<file path="src/rtl/apb_master_bridge.sv">
// apb_master_bridge: core memory-stage data port to APB master.
// Decodes addr[31:12] against BASE and addr[11:8] as the slave slot. It runs
// the APB SETUP/ACCESS sequence and returns a one-cycle ready pulse with the
// read data or an error.
// Optional feature: define APB_TIMEOUT_EN to bound ACCESS wait states by
// TIMEOUT_CYC. When it times out, the bridge finishes with err=1.
module apb_master_bridge #(
  parameter int          NUM_SLV     = 4,
  parameter logic [19:0] BASE        = 20'h10000,
  parameter int          TIMEOUT_CYC = 255
) (
  input  logic                    clk,
  input  logic                    reset_n,
  input  logic                    req,
  input  logic                    write,
  input  logic [31:0]             addr,
  input  logic [31:0]             wdata,
  output logic                    ready,
  output logic [31:0]             rdata,
  output logic                    err,
  output logic [31:0]             PADDR,
  output logic                    PWRITE,
  output logic [31:0]             PWDATA,
  output logic                    PENABLE,
  output logic [NUM_SLV-1:0]      PSEL,
  input  logic [NUM_SLV*32-1:0]   PRDATA,
  input  logic [NUM_SLV-1:0]      PREADY
);

  // Reject out-of-range configurations when the design is elaborated.
  if (NUM_SLV < 1 || NUM_SLV > 16) begin : g_bad_num_slv
    $error("apb_master_bridge: NUM_SLV must be 1..16");
  end
  if (TIMEOUT_CYC < 1 || TIMEOUT_CYC > 255) begin : g_bad_timeout
    $error("apb_master_bridge: TIMEOUT_CYC must be 1..255");
  end

  typedef enum logic [1:0] {S_IDLE, S_SETUP, S_ACCESS} state_e;

  state_e      state_q, state_d;
  logic [3:0]  idx_q, idx_d;
  logic [7:0]  off_q, off_d;
  logic        write_q, write_d;
  logic [31:0] wdata_q, wdata_d;
  logic        ready_q, ready_d;
  logic        err_q, err_d;
  logic [31:0] rdata_q, rdata_d;

`ifdef APB_TIMEOUT_EN
  // The counter value on the last allowed ACCESS cycle without PREADY.
  localparam logic [7:0] TO_LAST = 8'(TIMEOUT_CYC - 1);
  logic [7:0]  cnt_q, cnt_d;
`endif

  logic        addr_ok;
  logic [31:0] sel_rdata;
  logic        sel_ready;

  assign addr_ok = (addr[31:12] == BASE) && ({28'd0, addr[11:8]} < 32'(NUM_SLV));

  // Mux the captured slave's PRDATA/PREADY. All other slaves are ignored.
  always_comb begin
    sel_rdata = '0;
    sel_ready = 1'b0;
    for (int i = 0; i < NUM_SLV; i++) begin
      if (idx_q == 4'(i)) begin
        sel_rdata = PRDATA[i*32 +: 32];
        sel_ready = PREADY[i];
      end
    end
  end

  // State and captured-transfer registers.
  always_ff @(posedge clk or negedge reset_n) begin
    if (!reset_n) begin
      state_q <= S_IDLE;
      idx_q   <= '0;
      off_q   <= '0;
      write_q <= 1'b0;
      wdata_q <= '0;
      ready_q <= 1'b0;
      err_q   <= 1'b0;
      rdata_q <= '0;
`ifdef APB_TIMEOUT_EN
      cnt_q   <= '0;
`endif
    end else begin
      state_q <= state_d;
      idx_q   <= idx_d;
      off_q   <= off_d;
      write_q <= write_d;
      wdata_q <= wdata_d;
      ready_q <= ready_d;
      err_q   <= err_d;
      rdata_q <= rdata_d;
`ifdef APB_TIMEOUT_EN
      cnt_q   <= cnt_d;
`endif
    end
  end

  // Next state. ready is a pulse, while rdata/err hold until the next completion.
  // req is ignored while ready is high, so a core that holds req through its
  // ready cycle does not launch a duplicate transfer.
  always_comb begin
    state_d = state_q;
    idx_d   = idx_q;
    off_d   = off_q;
    write_d = write_q;
    wdata_d = wdata_q;
    ready_d = 1'b0;
    err_d   = err_q;
    rdata_d = rdata_q;
`ifdef APB_TIMEOUT_EN
    cnt_d   = cnt_q;
`endif
    case (state_q)
      S_IDLE: begin
        if (req && !ready_q) begin
          if (addr_ok) begin
            idx_d   = addr[11:8];
            off_d   = addr[7:0];
            write_d = write;
            wdata_d = wdata;
            state_d = S_SETUP;
          end else begin
            ready_d = 1'b1;
            err_d   = 1'b1;
            rdata_d = '0;
          end
        end
      end
      S_SETUP: begin
        state_d = S_ACCESS;
`ifdef APB_TIMEOUT_EN
        cnt_d   = '0;
`endif
      end
      S_ACCESS: begin
        // PREADY takes priority over a timeout on the same edge.
        if (sel_ready) begin
          state_d = S_IDLE;
          ready_d = 1'b1;
          err_d   = 1'b0;
          rdata_d = write_q ? 32'd0 : sel_rdata;
        end
`ifdef APB_TIMEOUT_EN
        else if (cnt_q == TO_LAST) begin
          state_d = S_IDLE;
          ready_d = 1'b1;
          err_d   = 1'b1;
          rdata_d = '0;
        end else begin
          cnt_d   = cnt_q + 8'd1;
        end
`endif
      end
      default: state_d = S_IDLE;
    endcase
  end

  // APB strobes are decoded from the state, so an async reset drops them at once.
  always_comb begin
    PSEL    = '0;
    PENABLE = 1'b0;
    if (state_q == S_SETUP || state_q == S_ACCESS) begin
      for (int i = 0; i < NUM_SLV; i++) PSEL[i] = (idx_q == 4'(i));
      PENABLE = (state_q == S_ACCESS);
    end
  end

  assign PADDR  = {24'h0, off_q};
  assign PWRITE = write_q;
  assign PWDATA = wdata_q;
  assign ready  = ready_q;
  assign err    = err_q;
  assign rdata  = rdata_q;

endmodule

</file>
<file path="config.mk">
export PLATFORM = sky130hd
export DESIGN_NAME = apb_master_bridge
export DESIGN_NICKNAME = d
export VERILOG_FILES = /design/src/rtl/apb_master_bridge.sv
export SDC_FILE = /design/constraint.sdc
export NUM_CORES = 1
export LEC_CHECK = 0
export CAP_MARGIN = 5
export CORE_MARGIN = 2
export CORE_UTILIZATION = 32
export DETAILED_ROUTE_END_ITERATION = 10
export HOLD_SLACK_MARGIN = 0.05
export PLACE_DENSITY = 0.8
export SLEW_MARGIN = 20
export SYNTH_ARGS = -nofsm -noshare
export SYNTH_HDL_FRONTEND = slang
export SYNTH_SLANG_ARGS = --single-unit
</file>
<file path="constraint.sdc">
create_clock -name clk -period 2.3 [get_ports clk]
set_input_delay 0.23 -clock clk [delete_from_list [all_inputs] [get_ports clk]]
set_output_delay 0.23 -clock clk [all_outputs]
set_load 0.005 [all_outputs]
</file>
# ---- Word level (Yosys, flattened, before mapping)
# Index checks and enable logic that the tools add are counted.
dict set report totals {
  regBits 81
  in_bits 200
  out_inout_bits 104
  word_cells 56
}
dict set report op_classes {
  order_cmp 1
  n_eq_ne 10
  muxes 27
  reduce_logical 10
}
# op n
set op_table {}
lappend op_table {{$mux W32} 8}
lappend op_table {{$pmux W32 S2} 1}
lappend op_table {{$eq A20 B17 Y1 const B} 1}
lappend op_table {{$mux W1} 11}
lappend op_table {{$eq A4 B2 Y1 const B} 2}
lappend op_table {{$ne A2 B2 Y1 const B} 4}
lappend op_table {{$mux W2} 3}
lappend op_table {{$pmux W2 S3} 1}
lappend op_table {{$reduce_and A3 Y1} 2}
lappend op_table {{$eq A4 B1 Y1 const B} 1}
lappend op_table {{$logic_not A4 Y1} 1}
lappend op_table {{$lt A4 B3 Y1 const B} 1}
lappend op_table {{$mux W4} 1}
lappend op_table {{$pmux W1 S2} 2}
lappend op_table {{$reduce_and A4 Y1} 1}
lappend op_table {{$eq A2 B1 Y1 const B} 1}
lappend op_table {{$eq A2 B2 Y1 const B} 1}
lappend op_table {{$logic_and A1 B1 Y1} 2}
lappend op_table {{$logic_not A2 Y1} 1}
lappend op_table {{$reduce_bool A2 Y1} 1}
lappend op_table {{$logic_not A1 Y1} 1}
lappend op_table {{$logic_or A1 B1 Y1} 1}

# ---- Logic depth before layout (Yosys ltp)
dict set report logic_depth {
  ltp_word 8
  ltp_mapped 8
  depth_no_buf 6
}

# ---- Worst setup path after synthesis
# OpenSTA, ideal clock, no wires.
dict set report synth_path {
  kind {register -> register}
  start {register state_q[0]}
  end {register wdata_q[26], in the netlist PWDATA[26]}
  t_arrival_ns 2.132
  setup_slack_ns 0.043
  path_stages_with_launch 8
  path_buffers 2
  period_less_slack_ns 2.257
  path_cell_list {dfrtp_1 inv_1 ha_1 clkbuf_1 nand3b_1 nor4_4 buf_6 mux2_2}
}
dict set report synth_via {
  elab_chain_len 2
}
# element line
set synth_rtl {}
lappend synth_rtl {{from (decl)} 40} ;# state_e state_q, state_d;
lappend synth_rtl {{from (signal assigned)} 88} ;# state_q <= state_d;
lappend synth_rtl {{$logic_not A2 Y1} 117} ;# case (state_q)
lappend synth_rtl {{$reduce_and A3 Y1 (no source line)} --}
lappend synth_rtl {{to (signal assigned)} 92} ;# wdata_q <= wdata_d;
lappend synth_rtl {{to (decl)} 44} ;# logic [31:0] wdata_q, wdata_d;
# Every way passes these cells.
# A chain may end at the register's enable or synchronous reset.

# ---- Final worst setup path
dict set report layout_path {
  start {register state_q[1]}
  end {output port PSEL[1]}
}
dict set report layout_via {
  elab_chain_len 3
}
# element line
set layout_rtl {}
lappend layout_rtl {{$eq A2 B1 Y1 / $eq A2 B2 Y1 (equally long branches)} 166} ;# if (state_q == S_SETUP || state_q == S_ACCESS) begin
lappend layout_rtl {{$logic_or A1 B1 Y1 (*)} 166}
lappend layout_rtl {{$mux W4 (*)} 166}
lappend layout_rtl {{to (decl)} 25} ;# output logic [NUM_SLV-1:0] PSEL,
# Mark *: on every way between the ends. The rest lies on a longest branch, timed or not.

==> results.ini <==
[power]
swShare_pct=20.8
p_seq_share_pct=42.4
switchingPower_uw=700
pwr-share-clk_pct=42.6
pwr-share-comb_pct=15.0
p_per_area_nw_per_um2=441
finalPower_mw=3.36
p_int_mw=2.66
vdd_drop_max_mv=0.389
p_leak_nw=3.21

[grt]
grt_max_degree=64
grt_pass1_vias=4242
busiest_layer=met2
antenna_found_initial=0
globalRouteMet3Util_pct=6.06
track_usage_pct=19.2
grt_pass1_wl_um=21800
met1_usage_pct=20.8
overflow=0
grt_use_met2_pct=34.7

[die]
start_util_pct=33.0
die_h_um=121
fp.dieW_um=121
dieArea_um2=14700
coreArea_um2=13300
io_pins=304
num_rows=42

[cells_and_area]
drive_gt1_share_pct=20.6
nets=834
final_cell_count_no_fill=812
area_delta_synth_final_pct=73.0
antenna_cells=0
fillers=1113

[sta]
tightest_slew_ps=507
finalCritPeriodShare_pct=93.0
setup_slack_ps=161
skew_ps=6.82
rsz0062_at_grt=no
setup_viol=0
drv_slew=0
min_period_ps=2140
fin_tns_setup_ps=0
fin_hold_ws_ps=417
fmax_mhz=467
finalHoldViolations=0
max_slew_margin_pct=65.9

[cts]
post-cts-setup-buffers=0
cts.htree.levels=3
root_buffer=clkbuf_16
cts_sinks=81
clkTransAtPathRegs_ps=60
clk_latency_ps=330
cts_tree=done
cts_resized=0
clockBufferDepth=2
numCtsBuffers=9

[worst_setup_path]
crit_chain=inv_1, ha_1, nand2_1, nor3_1, clkdlybuf4s50_1
cp_max_fo=3
worstSetupStartpointType=flop
timing.critical_path.required_ps=2070
cp_slowest_stage_delay_ps=540
cp_slowest_cell=clkdlybuf4s50_1
cp.arrival_ps=1910
end_kind=output port
crit_type=flop to output port

[detailed_routing]
drt-total-wl_um=14400
dr.pass1.iters=4
vias=3944
ant_nets=0
wl_per_cell_um=17.8
drt_iter0_markers=104
via_per_inst=4.86
post-route-drc-count=0

[synth]
synth.yosys.seq_area_share_pct=46.0
synth.avg_cell_area_um2=12.3
yosys_warnings=0
synth_area_leaders=dfrtp_1, mux2_2, o2bb2ai_1
yosys.area.top_type=dfrtp_1
synth_top_cell_area_share_pct=46.0
ys.flop_type=dfrtp_1
synth_edf_count=0
synth_cell_types=38
synthCells=359
async_flop_share_pct=100
ys_ff_latch=81
netlist_area_um2=4410

[placement]
dp_hpwl_um=11100
io_buffers=279
dpl_worst_slack_ps=-143
place_congestion=0.830
dp.cells=795

[flow_run]
cap_violations=0

[outcome]
outcome=complete, no violations

[worst_hold_path]
hp-class=input port to async pin

sequential cells by signal, indices dropped and copies added (netlist names):
| register | flops |
|---|---|
| state_q | 2 |
| ready | 1 |
| PWRITE | 1 |
| err | 1 |
| PWDATA | 32 |
| rdata | 32 |
| off_q | 8 |
| idx_q | 4 |
critical path, delay by kind of cell (launching register included):
family        cells  cell delay, ps
fa+ha+maj         1             320
buf+inv           2             620
flops             1             390
simple gates      2             250
repair_timing:
action,CTS,global route
endpoints found under the hold margin,35,0
setup endpoints to repair,0,0
hold buffers,1,0
placed cells by master (no fill, tap or decap), types with 4 or more instances in the layout:
master           instances
nand2_1                  6
mux2_2                 100
inv_1                    4
conb_1                  24
nor2_1                   6
buf_4                    5
clkdlybuf4s50_1        278
o2bb2ai_1               32
mux2_1                   7
o22ai_1                 32
nor4_1                   6
dfrtp_1                 80
buf_12                   5
clkbuf_16                9
cell usage after synthesis, types with 2 or more instances:
master     count
buf_1          2
buf_2          8
buf_4         24
buf_6          4
clkbuf_1      13
dfrtp_1       81
ha_1           3
inv_1          4
mux2_1         7
mux2_2       100
mux2i_1        2
nand2_1        6
nand2b_1       2
nand3_1        3
nor2_1         6
nor2b_1        2
nor3_1         3
nor4_1         6
o21ai_0        2
o22ai_1       32
o2bb2ai_1     32
power groups by stage:
stage,Sequential (mW),Clock [mW],Combinational (mW)
5_1_grt,1.43,1.54,0.545
3_5_place_dp,1.45,0,0.503
3_3_place_gp,1.45,0,0.495
6_report,1.43,1.43,0.504
2_1_floorplan,1.45,0,0.134
4_1_cts,1.43,1.48,0.508
routing by layer:
metal  up-vias  routed length, um  share of wire, %
li1       1851                  -                 -
met1      1865               5330                37
met2       199               7320                51
met3        29               1340               9.3
met4         0                420               2.9
met5         -                  0                 0
worst paths after layout:
path	endpoint	slack, ps	cells after the start	start
worst max-delay path	PSEL[1]	160	5	state_q[1]
worst min-delay path	PWDATA[12]	420	2	reset_n
worst max register to register	PWDATA[31]	260	6	state_q[1]
worst min register to register	off_q[3]	480	1	off_q[3]
max in group asynchronous	PWDATA[31]	1250	3	reset_n
min in group clk	off_q[3]	480	1	off_q[3]
cell families after synthesis:
logic type	after synthesis	synth area share (%)
AOI/OAI and AO/OA	74	12.7
and+or+nand+nor	36	4.97
adders and majority gates	3	0.851
buffers and inverters	55	7.63
muxes	109	27.8
other	1	0.0850
DFF	81	46.0
final cells by class:
| cell class | instances | area, um^2 | share of cell area, % |
|---|---|---|---|
| tap | 176 | 220 | 2.89 |
| clock buffer | 12 | 246 | 3.23 |
| multi-input combinational | 246 | 2130 | 28.0 |
| sequential | 81 | 2030 | 26.6 |
| timing repair buffer | 289 | 2930 | 38.4 |
| clock inverter | 4 | 53.8 | 0.705 |
| inverter | 4 | 15.0 | 0.197 |
through the flow:
stage | utilization [%] | cell area, um^2
2_1_floorplan | - | 4500
5_1_grt | 57.1 | 7630
4_1_cts | 57.1 | 7630
6_report | 57.1 | 7630
3_3_place_gp | 54.8 | 7320
3_5_place_dp | 54.8 | 7320
Note: power is estimated with default switching activity, not from simulation.
